`src/rtl/commit_trace_fifo.sv`:
```
// commit_trace_fifo
// Captures architectural commit events (GRF writes from WB, DM stores from MEM)
// into a small circular FIFO and streams them out over a valid/ready interface.
// Two write ports per cycle (GRF first, since the WB instruction is older than
// the MEM instruction), in-order drain, newest events dropped on overflow with a
// saturating drop counter. The CPU is never back-pressured.

module commit_trace_fifo #(
    parameter int DEPTH = 8,    // power of two, >= 2
    parameter int CNT_W = 16    // drop counter width
) (
    input  logic                     clk,
    input  logic                     reset,     // async, active-low

    // WB-stage register file write
    input  logic                     grf_we,
    input  logic [31:0]              grf_pc,
    input  logic [4:0]               grf_addr,
    input  logic [31:0]              grf_data,

    // MEM-stage data memory store
    input  logic                     dm_we,
    input  logic [31:0]              dm_pc,
    input  logic [31:0]              dm_addr,
    input  logic [31:0]              dm_data,

    // Trace stream
    output logic                     tr_valid,
    input  logic                     tr_ready,
    output logic                     tr_kind,
    output logic [31:0]              tr_pc,
    output logic [31:0]              tr_addr,
    output logic [31:0]              tr_data,

    // Status
    output logic [$clog2(DEPTH):0]   level,
    output logic [CNT_W-1:0]         drop_cnt
);

    localparam int AW = $clog2(DEPTH);
    localparam int LW = AW + 1;

    localparam logic KIND_GRF = 1'b0;
    localparam logic KIND_DM  = 1'b1;

    // One captured commit event as held in storage.
    typedef struct packed {
        logic        kind;
        logic [31:0] pc;
        logic [31:0] addr;
        logic [31:0] data;
    } entry_t;

    // ------------------------------------------------------------------
    // State
    // ------------------------------------------------------------------
    entry_t          mem [DEPTH];
    logic [AW-1:0]   rd_ptr;
    logic [AW-1:0]   wr_ptr;
    logic [AW-1:0]   wr_ptr_p1;

    // ------------------------------------------------------------------
    // Per-cycle decode
    // ------------------------------------------------------------------
    logic            grf_ev;
    logic            dm_ev;
    logic            pop;
    entry_t          grf_entry;
    entry_t          dm_entry;
    entry_t          head;

    logic [LW-1:0]   free;
    logic [1:0]      n_ev;
    logic [1:0]      n_acc;
    logic [1:0]      n_drop;

    logic            wr0_en;
    logic            wr1_en;
    entry_t          wr0_entry;
    entry_t          wr1_entry;

    logic [CNT_W:0]  drop_sum;
    logic [CNT_W-1:0] drop_next;

    // Qualify incoming events, build their storage images and work out how
    // many of them fit into the space available this cycle.
    // NOTE: every signal assigned in always_comb gets a default first so no
    // path through the block leaves it unassigned (which would infer a latch).
    always_comb begin
        grf_ev    = grf_we && (grf_addr != 5'd0);   // $0 writes are architecturally invisible
        dm_ev     = dm_we;
        pop       = tr_valid && tr_ready;

        grf_entry = '{kind: KIND_GRF, pc: grf_pc, addr: {27'd0, grf_addr}, data: grf_data};
        dm_entry  = '{kind: KIND_DM,  pc: dm_pc,  addr: dm_addr,           data: dm_data};

        // A slot freed by this cycle's pop is reusable by this cycle's pushes.
        free      = LW'(DEPTH) - level + {{(LW-1){1'b0}}, pop};
        n_ev      = {1'b0, grf_ev} + {1'b0, dm_ev};

        n_acc     = 2'd0;
        if (free >= LW'(2)) begin
            n_acc = n_ev;
        end else if (free == LW'(1)) begin
            n_acc = (n_ev != 2'd0) ? 2'd1 : 2'd0;
        end
        n_drop    = n_ev - n_acc;

        // Accepted events take consecutive slots, oldest (GRF) first, so when
        // only one slot is left the DM event is the one dropped.
        wr0_en    = (n_acc != 2'd0);
        wr0_entry = grf_ev ? grf_entry : dm_entry;
        wr1_en    = (n_acc == 2'd2);
        wr1_entry = dm_entry;

        wr_ptr_p1 = wr_ptr + AW'(1);
    end

    // Saturating drop counter next value.
    always_comb begin
        drop_sum  = {1'b0, drop_cnt} + (CNT_W + 1)'(n_drop);
        drop_next = drop_sum[CNT_W] ? {CNT_W{1'b1}} : drop_sum[CNT_W-1:0];
    end

    // Event storage: written only with accepted events.
    // NOTE: the storage array has no reset; entries are only ever observed
    // through tr_valid, which is derived from the reset level counter.
    always_ff @(posedge clk) begin
        if (wr0_en) begin
            mem[wr_ptr] <= wr0_entry;
        end
        if (wr1_en) begin
            mem[wr_ptr_p1] <= wr1_entry;
        end
    end

    // Pointer, occupancy and drop-count registers.
    // NOTE: sequential state uses non-blocking assignments so every register
    // samples the pre-edge values of the others.
    always_ff @(posedge clk or negedge reset) begin
        if (!reset) begin
            rd_ptr   <= '0;
            wr_ptr   <= '0;
            level    <= '0;
            drop_cnt <= '0;
        end else begin
            if (pop) begin
                rd_ptr <= rd_ptr + AW'(1);
            end
            wr_ptr   <= wr_ptr + AW'(n_acc);
            level    <= level + LW'(n_acc) - LW'(pop);
            drop_cnt <= drop_next;
        end
    end

    // Trace outputs come straight from the head entry, forced to zero while
    // empty so unwritten storage never leaks out. Only registered state feeds
    // these, so there is no combinational path from the event inputs.
    always_comb begin
        head     = mem[rd_ptr];
        tr_valid = (level != '0);
        tr_kind  = 1'b0;
        tr_pc    = 32'd0;
        tr_addr  = 32'd0;
        tr_data  = 32'd0;
        if (tr_valid) begin
            tr_kind = head.kind;
            tr_pc   = head.pc;
            tr_addr = head.addr;
            tr_data = head.data;
        end
    end

endmodule

```
`config.mk`:
```
export PLATFORM = sky130hd
export DESIGN_NAME = commit_trace_fifo
export DESIGN_NICKNAME = d
export VERILOG_FILES = /design/src/rtl/commit_trace_fifo.sv
export SDC_FILE = /design/constraint.sdc
export NUM_CORES = 2
export LEC_CHECK = 0
export CAP_MARGIN = 20
export CELL_PAD_IN_SITES_DETAIL_PLACEMENT = 1
export CELL_PAD_IN_SITES_GLOBAL_PLACEMENT = 1
export CORE_ASPECT_RATIO = 1.75
export CORE_MARGIN = 2
export CORE_UTILIZATION = 31
export DETAILED_ROUTE_END_ITERATION = 10
export HOLD_SLACK_MARGIN = 0.12
export PLACE_DENSITY = 0.62
export SLEW_MARGIN = 40
export SYNTH_ARGS = -nofsm -noshare
export SYNTH_HDL_FRONTEND = slang
export SYNTH_SLANG_ARGS = --single-unit
export TNS_END_PERCENT = 5
```
`constraint.sdc`:
```
create_clock -name clk -period 9.05 [get_ports clk]
set_clock_uncertainty 0.15 [all_clocks]
set_input_delay 1.81 -clock clk [delete_from_list [all_inputs] [get_ports clk]]
set_output_delay 1.81 -clock clk [all_outputs]
set_load 0.05 [all_outputs]
```
==> run metrics <==
Routed Antenna Nets 0; Tcrit/Tclk final 72.01%; peak supply drop 0.3080 mV; vias in the first global route 28,843; global-route wire length before repair 197,400 um; Mapped Nets 3,243; Clock Latency Late Sink 0.67 ns; Pleak 15.68 nW; Synth Register Bits 802; Startpoint Class input pin; commonest cells in the synthesized netlist edfxtp_1 (768), nand2_1 (576), o21ai_0 (533); Max Root-Sink Buffers 3; synth-to-layout area growth 18.88%; ranking of synthesized cells by area edfxtp_1 (59%), mux4_2 (11%), o21ai_0 (6.8%); Setup TNS 0 ns; final hold violations 0; min Tclk post-route 6.517 ns; die area 129,500 um^2; drc violations 0; endpoints failing setup 0; wire length per cell 27.18 um; critical path, cell by cell clkdlybuf4s50_1 > or4_1 > o21a_1 > inv_6 > ha_1 > or4_1 > buf_4 > nand4_4 > nand2b_4 > buf_12; Core Rows 172; drt first pass iters 5; # IOs 288; Post-DP HPWL 79,050 um; final cell count without fillers 4,935; # Post-CTS Setup Buffers 0; number of I/O port buffers 287; core area 125,500 um^2; CP top delay family simple AND/OR/NAND/NOR gates; RSZ-0062 raised after global routing false; slew at the pin closest to its max-slew limit 0.8956 ns; Worst Hold Class flip-flop to flip-flop; Post-synth EDFFs 768; Buffers & Inverters on Critical Path 4; leading area contributor after synthesis edfxtp_1; Nets 3,404; final RePlAce weighted congestion 0.7549; max_slew headroom 40.29%; Async SR Flop Fraction 3.242%; Syn Area/Cell 12.85 um^2; Max Slew Vio Count 0; Worst Path Max Fanout 45; DRT iter0 DRCs 2,136; kind of critical path input pin to flip-flop; Worst path slowest cell nand2b_4; post-placement cell count 4,782; data arrival time of the worst path 6.69 ns; power density cells 361.5 nW/um^2; largest net degree at the start of global routing 92; total chip power 0.01686 W; most frequent cell after synthesis edfxtp_1; GR Util All Layers 20.73%; antenna violations before repair 9; total gr overflow 0; CTS Buf Count 82; Yosys cell types 47; Vias/cell 5.376; number of max-cap violations 0; clock sink total 802; routed via count 26,532; Synth top area share 58.78%; Hold Worst Slack 0.3673 ns; cell mode on critical path or4_1; share of cells above drive strength 1 13.17%; Die Width 272.9 um; CTS tree yes; # hold bufs at CTS 0; Critical Path End Type flip-flop; register area share after synthesis 60.84%; Gate Count Post-Synth 3,054; CTS clk-pin slew, worst paths 0.06 ns; max incr delay on CP 0.88 ns; worst path required time 9.22 ns; status complete, no violations; Initial Util 31.27%; max frequency 153.5 MHz; Die Ht 474.6 um; Routed WL 134,100 um; combined area of all synthesized cells 39,240 um^2; Root Driver clkbuf_16; H-tree Lvls 3; Warnings, synthesis 0; CTS resizes 0; dominant synthesized flop cell edfxtp_1
[final timing paths]
path	slack [ns]	startpoint	endpoint	depth (start not counted)
max in group asynchronous	7.04	reset	rd_ptr[0]	2
worst min-delay path	0.37	mem[5][96]	mem[5][96]	2
worst min register to register	0.37	mem[5][96]	mem[5][96]	2
min in group asynchronous	1.38	reset	drop_cnt[15]	2
worst max-delay path	2.53	grf_addr[1]	mem[2][68]	10
worst max register to register	2.99	level[2]	mem[2][68]	15
[worst reg2reg max path, stage by stage, from the launching register on]
cell      delay (ns)
dfrtp_1         0.41
inv_1           0.15
ha_1            0.17
and2_4          0.63
inv_1           0.29
nand2_1         0.27
ha_1            0.23
inv_1           0.06
ha_1            0.32
nor2_1          0.10
and4b_4         0.43
or4_1           0.17
buf_4           0.37
nand4_4         0.61
nand2b_4        0.89
buf_12          0.41
[placed cells by master (no fill, tap or decap), types with 4 or more instances in the layout]
| cell | Yosys | routed |
|---|---|---|
| clkbuf_1 | 216 | 14 |
| dfxtp_1 | 8 | 8 |
| nor4b_2 | 0 | 4 |
| mux2i_1 | 174 | 170 |
| inv_1 | 20 | 19 |
| nand2b_4 | 0 | 8 |
| clkdlybuf4s50_1 | 0 | 287 |
| clkinv_2 | 0 | 17 |
| nor2_1 | 112 | 112 |
| edfxtp_1 | 768 | 768 |
| buf_12 | 0 | 14 |
| bufinv_16 | 0 | 7 |
| nand3_1 | 7 | 7 |
| buf_4 | 17 | 46 |
| and2b_1 | 47 | 47 |
| nand2b_1 | 12 | 4 |
| mux4_2 | 194 | 194 |
| dfrtp_1 | 26 | 23 |
| and3_1 | 6 | 6 |
| o21ai_0 | 533 | 533 |
| xor2_1 | 9 | 9 |
| nor4_4 | 5 | 5 |
| a31oi_4 | 8 | 8 |
| buf_6 | 2 | 8 |
| nand2_1 | 576 | 576 |
| inv_6 | 0 | 4 |
| mux2i_2 | 0 | 4 |
| clkbuf_16 | 0 | 85 |
| nor2b_1 | 171 | 171 |
| buf_8 | 0 | 6 |
| xnor2_1 | 9 | 9 |
| o21ai_1 | 22 | 22 |
| ha_1 | 16 | 16 |
| nand4_4 | 0 | 5 |
| clkinv_1 | 0 | 19 |
[flip-flops by register name, summed over array words and instances (netlist names)]
| name | flops |
|---|---|
| drop_cnt | 16 |
| wr_ptr | 3 |
| level | 4 |
| rd_ptr | 3 |
| mem | 776 |
[through the flow]
| stage | setup slack [ns] | utilization (%) | instance area [um^2] |
|---|---|---|---|
| 2_1_floorplan | 2.011 | - | 39240 |
| 3_3_place_gp | 1.442 | 34.86 | 43740 |
| 3_5_place_dp | 1.782 | 35.05 | 43970 |
| 4_1_cts | 2.503 | 37.13 | 46580 |
| 5_1_grt | 2.189 | 37.18 | 46640 |
| 6_report | 2.533 | 37.18 | 46650 |
[power by group]
group	total, W	switching [W]	internal, W	leakage (nW)
clock	0.00344	0.00152	0.00192	1.29
combinational	0.00778	0.00516	0.00262	6.55
sequential	0.00564	0.000345	0.00530	7.84
total	0.0169	0.00702	0.00984	15.7
[logic make-up (layout without fill, tap and decap cells)]
logic type                 count (synthesis)  in the layout  share of synthesized area [%]
AOI/OAI and AO/OA                        573            573                          7.723
buffers and inverters                    306            532                          3.217
other                                      0              2                              0
xor gates and xnor gates                  18             18                         0.4018
DFF                                      802            802                          60.84
adders and majority gates                 19             19                         0.6633
muxes                                    371            371                          15.66
and+or+nand+nor                          965            965                          11.49
[layout make-up]
type | count | area (um^2)
inverters | 20 | 80.08
clock buffers | 100 | 2193
well taps | 1653 | 2068
diodes | 2 | 5.005
clock inverters | 49 | 417.9
flip-flops and latches | 802 | 23880
multi-input cells | 1946 | 14260
repair buffers | 363 | 3734
fillers | 13129 | 78820
[per-layer routing]
| metal | share of wire, % | routed length [um] | track usage [%] |
|---|---|---|---|
| met4 | 2.8 | 3694 | 6.924 |
| met2 | 52 | 69070 | 37.05 |
| met5 | 0.059 | 79 | 0 |
| met3 | 5.8 | 7784 | 3.369 |
| met1 | 40 | 53490 | 25.22 |
No activity file was read; power rests on OpenSTA's default activity.
